## src/rtl/csi_raw10_unpack.sv

```systemverilog
// RAW10 unpacker: turns the 32-bit packed CSI-2 payload stream into 4-pixel groups
// with line/frame start markers, group index and line/frame counters.
module csi_raw10_unpack #(
    parameter int X_BITS     = 12,
    parameter int Y_BITS     = 12,
    parameter int FRAME_BITS = 8
) (
    input  logic                  clock,
    input  logic                  reset,
    input  logic                  enable,
    input  logic [31:0]           payload_data,
    input  logic                  payload_enable,
    input  logic                  payload_frame,
    input  logic                  vsync,
    output logic [39:0]           pix_data,
    output logic                  pix_valid,
    output logic                  pix_line_start,
    output logic                  pix_frame_start,
    output logic [X_BITS-1:0]     pix_x,
    output logic [Y_BITS-1:0]     line_count,
    output logic [FRAME_BITS-1:0] frame_count,
    output logic                  err_partial
);

    logic [63:0]           r_buf;
    logic [3:0]            r_bcnt;
    logic                  r_frame_prev;
    logic                  r_seen_low;
    logic                  r_line_pend;
    logic                  r_frame_pend;
    logic                  r_line_has_group;
    logic [39:0]           r_pix_data;
    logic                  r_pix_valid;
    logic                  r_line_start;
    logic                  r_frame_start;
    logic                  r_err_partial;
    logic [X_BITS-1:0]     r_pix_x;
    logic [X_BITS-1:0]     r_x_next;
    logic [Y_BITS-1:0]     r_line_count;
    logic [FRAME_BITS-1:0] r_frame_count;

    logic                  w_accept;
    logic                  w_rise;
    logic                  w_fall;
    logic                  w_vsync;
    logic                  w_emit;
    logic [6:0]            w_shamt;
    logic [63:0]           w_buf_app;
    logic [3:0]            w_cnt_app;
    logic [39:0]           w_group;
    logic [X_BITS-1:0]     w_x_cur;

    // A rising payload_frame only counts once a low level has been seen since reset,
    // so a line that is already running when reset releases gets no line start.
    always_comb begin
        w_accept  = enable && payload_frame && payload_enable;
        w_rise    = enable && payload_frame && !r_frame_prev && r_seen_low;
        w_fall    = enable && !payload_frame && r_frame_prev;
        w_vsync   = enable && vsync;
        w_shamt   = {r_bcnt, 3'b000};
        w_buf_app = r_buf;
        w_cnt_app = r_bcnt;
        if (w_accept) begin
            w_buf_app = r_buf | ({32'd0, payload_data} << w_shamt);
            w_cnt_app = r_bcnt + 4'd4;
        end
        w_emit  = enable && (w_cnt_app >= 4'd5);
        w_group = '0;
        for (int n = 0; n < 4; n++) begin
            w_group[10*n +: 10] = {w_buf_app[8*n +: 8], w_buf_app[32 + 2*n +: 2]};
        end
        w_x_cur = w_rise ? '0 : r_x_next;
    end

    always_ff @(posedge clock) begin
        if (reset) begin
            r_buf            <= '0;
            r_bcnt           <= '0;
            r_frame_prev     <= 1'b0;
            r_seen_low       <= 1'b0;
            r_line_pend      <= 1'b0;
            r_frame_pend     <= 1'b0;
            r_line_has_group <= 1'b0;
            r_pix_data       <= '0;
            r_pix_valid      <= 1'b0;
            r_line_start     <= 1'b0;
            r_frame_start    <= 1'b0;
            r_err_partial    <= 1'b0;
            r_pix_x          <= '0;
            r_x_next         <= '0;
            r_line_count     <= '0;
            r_frame_count    <= '0;
        end else if (enable) begin
            r_frame_prev <= payload_frame;
            if (!payload_frame) begin
                r_seen_low <= 1'b1;
            end

            r_pix_valid   <= w_emit;
            r_line_start  <= w_emit && (r_line_pend || w_rise);
            r_frame_start <= w_emit && (r_frame_pend || w_vsync);
            r_err_partial <= w_fall && (r_bcnt != 4'd0);

            if (w_emit) begin
                r_pix_data <= w_group;
                r_pix_x    <= w_x_cur;
                r_x_next   <= (&w_x_cur) ? w_x_cur : w_x_cur + 1'b1;
            end else if (w_rise) begin
                r_x_next <= '0;
            end

            // Leftover bytes at line end are dropped, never carried to the next line.
            if (w_fall) begin
                r_buf  <= '0;
                r_bcnt <= '0;
            end else if (w_emit) begin
                r_buf  <= w_buf_app >> 40;
                r_bcnt <= w_cnt_app - 4'd5;
            end else begin
                r_buf  <= w_buf_app;
                r_bcnt <= w_cnt_app;
            end

            if (w_emit) begin
                r_line_pend <= 1'b0;
            end else if (w_rise) begin
                r_line_pend <= 1'b1;
            end

            if (w_emit) begin
                r_frame_pend <= 1'b0;
            end else if (w_vsync) begin
                r_frame_pend <= 1'b1;
            end

            if (w_emit) begin
                r_line_has_group <= 1'b1;
            end else if (w_rise || w_fall) begin
                r_line_has_group <= 1'b0;
            end

            // vsync wins over a coincident line end, leaving the count at zero.
            if (w_vsync) begin
                r_line_count <= '0;
            end else if (w_fall && r_line_has_group && !(&r_line_count)) begin
                r_line_count <= r_line_count + 1'b1;
            end

            if (w_vsync) begin
                r_frame_count <= r_frame_count + 1'b1;
            end
        end
    end

    // Pulses are held while stalled and only shown once enable returns, so no
    // group is lost and nothing pulses during a stall.
    assign pix_valid       = r_pix_valid && enable;
    assign pix_line_start  = r_line_start && enable;
    assign pix_frame_start = r_frame_start && enable;
    assign err_partial     = r_err_partial && enable;
    assign pix_data        = r_pix_data;
    assign pix_x           = r_pix_x;
    assign line_count      = r_line_count;
    assign frame_count     = r_frame_count;

endmodule

```

## config.mk

```make
export PLATFORM = sky130hd
export DESIGN_NAME = csi_raw10_unpack
export DESIGN_NICKNAME = d
export VERILOG_FILES = /design/src/rtl/csi_raw10_unpack.sv
export SDC_FILE = /design/constraint.sdc
export NUM_CORES = 1
export LEC_CHECK = 0
export CAP_MARGIN = 20
export CORE_UTILIZATION = 58
export CTS_CLUSTER_DIAMETER = 50
export DETAILED_ROUTE_END_ITERATION = 10
export PLACE_DENSITY = 0.95
export SYNTH_ARGS = -nofsm -noshare
export SYNTH_HDL_FRONTEND = slang
export SYNTH_SLANG_ARGS = --single-unit
```

## constraint.sdc

```tcl
create_clock -name clock -period 5.3 [get_ports clock]
set_input_delay 1.06 -clock clock [delete_from_list [all_inputs] [get_ports clock]]
set_output_delay 1.06 -clock clock [all_outputs]
set_load 0.03 [all_outputs]
```

==> results.ini, run 1 <==
[run_status]
outcome = finished clean

[critical_path]
crit_end = pix_frame_start
cp-end-kind = primary output
slowest_delay_ps = 990
worstSetupPathType = in2out
crit_chain = clkdlybuf4s50_1 > and2_1 > clkdlybuf4s50_1
slowest_stage = clkdlybuf4s50_1
crit_arrival_ps = 2960
startpoint = enable
reg2regPathDepth = 7
cp_max_fo = 20
r2r_end = r_x_next[7]
crit_required_ps = 4240
rrSetupSlack_ps = 1700
worstReg2RegStart = r_bcnt[2]
crit_path_start_kind = input port
crit_top_cell = clkdlybuf4s50_1

[clocking]
hold_buffers = 0
cts.repair.resized = 0
cts_buffer_depth = 2
htree_levels = 4
numCtsBuffers = 17
worstSkewPairLatency_ps = 430
clk_pin_slew_worst_paths_ps = 60
cts_tree = done
cts.sinks = 161
root_buffer = clkbuf_16
postCtsSetupBuffers = 0

[floorplan]
dieWidth_um = 116
start_util_pct = 59.6
dieArea_mm2 = 0.0134
core_mm2 = 0.0126
num_rows = 41
fp.dieH_um = 116
io-pin-count = 114

[timing]
clock.fmax_mhz = 249
maxSlewViolCount = 0
setup_ws_ps = 1280
rsz0062_at_grt = no
finalHoldViolations = 0
max_slew_margin_pct = 37.6
clock_skew_ps = 8.18
fin_setup_tns_ps = 0
min_period_ps = 4020
timing.hold.ws_ps = 450
setup_violations = 0
period_share_pct = 75.9
worst_pin_slew_ps = 933

[final_layout]
areaGrowthSynthToFinish_pct = 23.1
final_area_mm2 = 0.00926
multi_input_area_mm2 = 0.00394
antennaDiodeCount = 0
drive_gt1_share_pct = 7.43
final_nets = 1014
fin_cells = 1155
fin_util_pct = 73.4
regArea_mm2 = 0.00322
num-fill-cells = 916

[run]
maxCapViolations = 0

[detailed_routing]
routed_wl_um = 21000
ant_nets = 0
vias = 7401
avgViaCountPerCell = 6.41
avgRoutedWirePerCell_um = 18.2
drt_iter0_markers = 1005
drc_errors = 0
firstDrtPassIters = 6

[synthesis]
avgSynthCellArea_um2 = 8.48
ys_ff_latch = 161
ys_warn_count = 0
ys.flop_type = dfxtp_1
synthDistinctLibCells = 68
ys_seq_area_share_pct = 42.8
synth_nets = 932
yosys.area.top_type = dfxtp_1
synth.area.top_cells = dfxtp_1, nor2_1, a21oi_1
async_flop_share_pct = 0
synth_edf_count = 0
syn_inst = 888
syn-cell-area_mm2 = 0.00753
yosys.area.top_type_share_pct = 42.8

[power]
leakage_nw = 3.13
p_total_mw = 2.62
cellPowerDensity_mw_per_mm2 = 283
ir_drop_mv = 0.223

[global_routing]
grt_pass1_wl_um = 32400
grt_pass1_vias = 6796
grt_max_degree = 52
grt_usage_pct = 31.1
antenna_found_initial = 0
overflow = 0

[place]
place_area_mm2 = 0.00868
gp_congestion = 0.924
place_hpwl_um = 14300
numPortBuffers = 113
post-place-cells = 1122
dp_worst_setup_slack_ps = 1130

[worst_hold_path]
hp-class = reg2reg

[layer usage]
metal,wire length [µm],GRT usage [%],up-vias
met5,0,0,-
met4,837,16.8,0
met3,2000,7.37,90
li1,-,-,3397
met1,8280,38.1,3449
met2,9860,50.5,465
[registers in the layout (all words and copies together) (netlist names), 4 cells and up]
name	cells
r_buf	64
pix_data	40
line_count	12
pix_x	12
r_x_next	12
frame_count	8
r_bcnt	4
[final cells by class]
cell class                      count  area share [%]
Sequential cell                   161            34.8
Tap cell                          172            2.32
Timing Repair Buffer              129            13.7
Inverter                           16           0.648
Clock inverter                     11           0.945
Clock buffer                       21            5.08
Multi-Input combinational cell    645            42.5
[synthesized netlist by cell type (6+ instances only)]
cell	number
or3_1	10
nor3_1	23
mux2_2	10
a221oi_1	8
o211ai_1	14
buf_2	27
nand3_1	22
o21ai_0	30
mux2i_1	37
a21oi_1	74
a32o_1	13
buf_1	8
inv_1	13
nand2b_1	12
and3_1	8
nor2_1	106
xor2_1	11
a211oi_1	33
nand3b_1	6
nand2_1	95
o32ai_1	6
dfxtp_1	161
and2_1	11
ha_1	6
o22ai_1	9
nand4_1	31
clkbuf_1	27
[cells by family after synthesis]
group,share of synthesized area [%]
simple gates,23.0
compound gates,20.3
flops,42.8
buf+inv,4.84
mux,6.42
xor+xnor,1.63
fa+ha+maj,0.997
[critical path, delay by kind of cell]
family / cells / cell delay (ps)
buf+inv: 2 / 1660
simple gates: 1 / 240
[layout by cell type, fill, tap and decap left out, drive strengths merged, types with 5 or more instances in the layout]
| cell type | netlist | final |
|---|---|---|
| clkdlybuf4s50 | 0 | 112 |
| nor2b | 5 | 5 |
| mux2i | 37 | 37 |
| nand2 | 95 | 95 |
| xor2 | 11 | 11 |
| a211oi | 33 | 33 |
| o211ai | 14 | 14 |
| or3 | 10 | 10 |
| ha | 6 | 6 |
| a21oi | 74 | 74 |
| o21ai | 30 | 30 |
| and2 | 11 | 11 |
| nand3 | 24 | 24 |
| nor3 | 23 | 23 |
| mux2 | 10 | 10 |
| a221oi | 8 | 8 |
| o22ai | 9 | 9 |
| nand3b | 6 | 6 |
| clkinv | 2 | 9 |
| inv | 14 | 14 |
| o31ai | 5 | 5 |
| o32ai | 7 | 7 |
| nand2b | 12 | 12 |
| a32o | 13 | 13 |
| and3 | 8 | 8 |
| nor3b | 5 | 5 |
| dfxtp | 161 | 161 |
| nand4 | 32 | 32 |
| nor2 | 107 | 107 |
| clkbuf | 27 | 21 |
| buf | 39 | 17 |
[power by group]
part | switching [mW] | internal, mW | total [mW]
clock network | 0.483 | 0.676 | 1.16
logic | 0.139 | 0.0809 | 0.220
registers | 0.0116 | 1.23 | 1.24
total | 0.634 | 1.98 | 2.62
[how the worst min path moves through the flow]
stage          startpoint   endpoint  slack [ps]  depth (start not counted)
6_report        r_buf[44]  r_buf[44]         450                          2
5_1_grt         pix_x[10]  pix_x[10]         470                          2
3_3_place_gp    r_buf[43]  r_buf[43]         430                          2
3_5_place_dp    r_buf[56]  r_buf[56]         440                          2
4_1_cts         r_buf[59]  r_buf[59]         460                          2
2_1_floorplan   r_buf[53]  r_buf[53]         420                          2
(Power assumes the default switching activity.)
==> run 2: changes to the inputs <==
--- a/config.mk
+++ b/config.mk
@@ -6,10 +6,10 @@
 export NUM_CORES = 1
 export LEC_CHECK = 0
 export CAP_MARGIN = 20
-export CORE_UTILIZATION = 58
+export CORE_UTILIZATION = 49
 export CTS_CLUSTER_DIAMETER = 50
 export DETAILED_ROUTE_END_ITERATION = 10
-export PLACE_DENSITY = 0.95
+export PLACE_DENSITY = 0.87
 export SYNTH_ARGS = -nofsm -noshare
 export SYNTH_HDL_FRONTEND = slang
 export SYNTH_SLANG_ARGS = --single-unit
==> constraint.sdc (replaced) <==
create_clock -name clock -period 3.5 [get_ports clock]
set_input_delay 0.7 -clock clock [delete_from_list [all_inputs] [get_ports clock]]
set_output_delay 0.7 -clock clock [all_outputs]
set_load 0.03 [all_outputs]
==> run 2 against run 1 <==
- via count down 3.7%
- non-clock buffer count up 6
- sequential share of layout area down 0.22 points
- clock power up 49%
- combinational power up 53%
- hold slack worse by 2.9 ps
- global-route usage down 4.7 points
- cell area up 0.63%
==> results.ini, run 2 (synthesis results as in run 1) <==
[critical_path]
cp-end-kind = primary output
cp_max_fo = 26
rrSetupSlack_ps = 740
r2r_end = r_buf[14]
crit_required_ps = 2800
reg2regPathDepth = 8
worstReg2RegStart = r_bcnt[0]
crit_path_start_kind = input port
worstSetupPathType = in2out
crit_arrival_ps = 2350

[detailed_routing]
firstDrtPassIters = 7
drt_iter0_markers = 893
ant_nets = 0
avgRoutedWirePerCell_um = 17.4
avgViaCountPerCell = 6.08
vias = 7127
routed_wl_um = 20400
drc_errors = 0

[power]
ir_drop_mv = 0.372
leakage_nw = 3.14
cellPowerDensity_mw_per_mm2 = 422

[clocking]
cts.repair.resized = 0
clk_pin_slew_worst_paths_ps = 60
hold_buffers = 0
cts_buffer_depth = 2
worstSkewPairLatency_ps = 430
htree_levels = 4
cts.sinks = 161
numCtsBuffers = 17
cts_tree = done
postCtsSetupBuffers = 0
root_buffer = clkbuf_16

[floorplan]
start_util_pct = 51.0
dieWidth_um = 126
io-pin-count = 114
num_rows = 44
fp.dieH_um = 126
dieArea_mm2 = 0.0159
core_mm2 = 0.0148

[final_layout]
top_register = r_buf
final_area_mm2 = 0.00932
regArea_mm2 = 0.00322
areaGrowthSynthToFinish_pct = 23.9
fin_cells = 1173
final_nets = 1020
layout_commonest_cell = dfxtp_1
largest_register_ff_count = 64
antennaDiodeCount = 0
mostFrequentLayoutCells = dfxtp_1, clkdlybuf4s50_1, nor2_1
num-fill-cells = 1217
multi_input_area_mm2 = 0.00394
drive_gt1_share_pct = 8.09

[worst_hold_path]
hp-start = pix_x[3]
hp-class = reg2reg
whs_path_depth = 2
holdPathEnd = pix_x[3]

[global_routing]
grt_max_degree = 59
grt_usage_pct = 26.3
grt_pass1_vias = 6656
overflow = 0
grt_pass1_wl_um = 33400
antenna_found_initial = 0

[timing]
min_period_ps = 3050
worst_pin_slew_ps = 967
clock_skew_ps = 9.62
max_slew_margin_pct = 35.3
clock.fmax_mhz = 328
fin_setup_tns_ps = 0
finalHoldViolations = 0
maxSlewViolCount = 0
setup_violations = 0
period_share_pct = 87.2
rsz0062_at_grt = no

[run_status]
outcome = finished clean

[place]
numPortBuffers = 113
gp_congestion = 0.953
place_area_mm2 = 0.00877
post-place-cells = 1141
place_hpwl_um = 14000

[run]
maxCapViolations = 0

[run 2: per-layer routing]
metal / vias to the layer above / wire length (µm) / GRT usage (%)
met5: - / 0 / 0
met2: 344 / 9410 / 42.8
met1: 3309 / 8770 / 33.8
met3: 53 / 1700 / 5.73
met4: 0 / 550 / 11.1
li1: 3421 / - / -
[run 2: critical path, stage by stage]
cell and delay [ps]:
clkdlybuf4s50_1 510, buf_4 310, and2_1 170, clkdlybuf4s50_1 660
[run 2: layout make-up]
type,count,share of cell area (%)
multi-input combinational,645,42.3
clock buffer,18,4.71
tap,184,2.47
timing repair buffer,135,14.1
sequential,161,34.6
clock inverter,14,1.18
inverter,16,0.644
[run 2: through the flow]
step,worst slack (ps),total power [mW],util [%],hold slack (ps)
floorplan,896,2.11,-,421
global placement,303,2.23,59.5,433
detailed placement,195,2.24,59.5,442
CTS,438,3.94,63.2,451
global route,377,4.06,63.2,464
finish,450,3.94,63.2,447
[run 2: worst max path at each step]
stage                     cells past startpoint              to  slack [ps]      start
after floorplan                              10     r_x_next[7]         900  r_bcnt[0]
after global placement                       10     r_x_next[0]         300     enable
after detailed placement                     10     r_x_next[0]         190     enable
after CTS                                     4  pix_line_start         440     enable
after global routing                          4       pix_valid         380     enable
final                                         4     err_partial         450     enable
[run 2: report_power, final]
group          internal, mW  total [mW]  switching, mW
logic                 0.125       0.336          0.211
clock network         0.933        1.73          0.795
registers              1.86        1.87         0.0152
total                  2.91        3.94           1.02
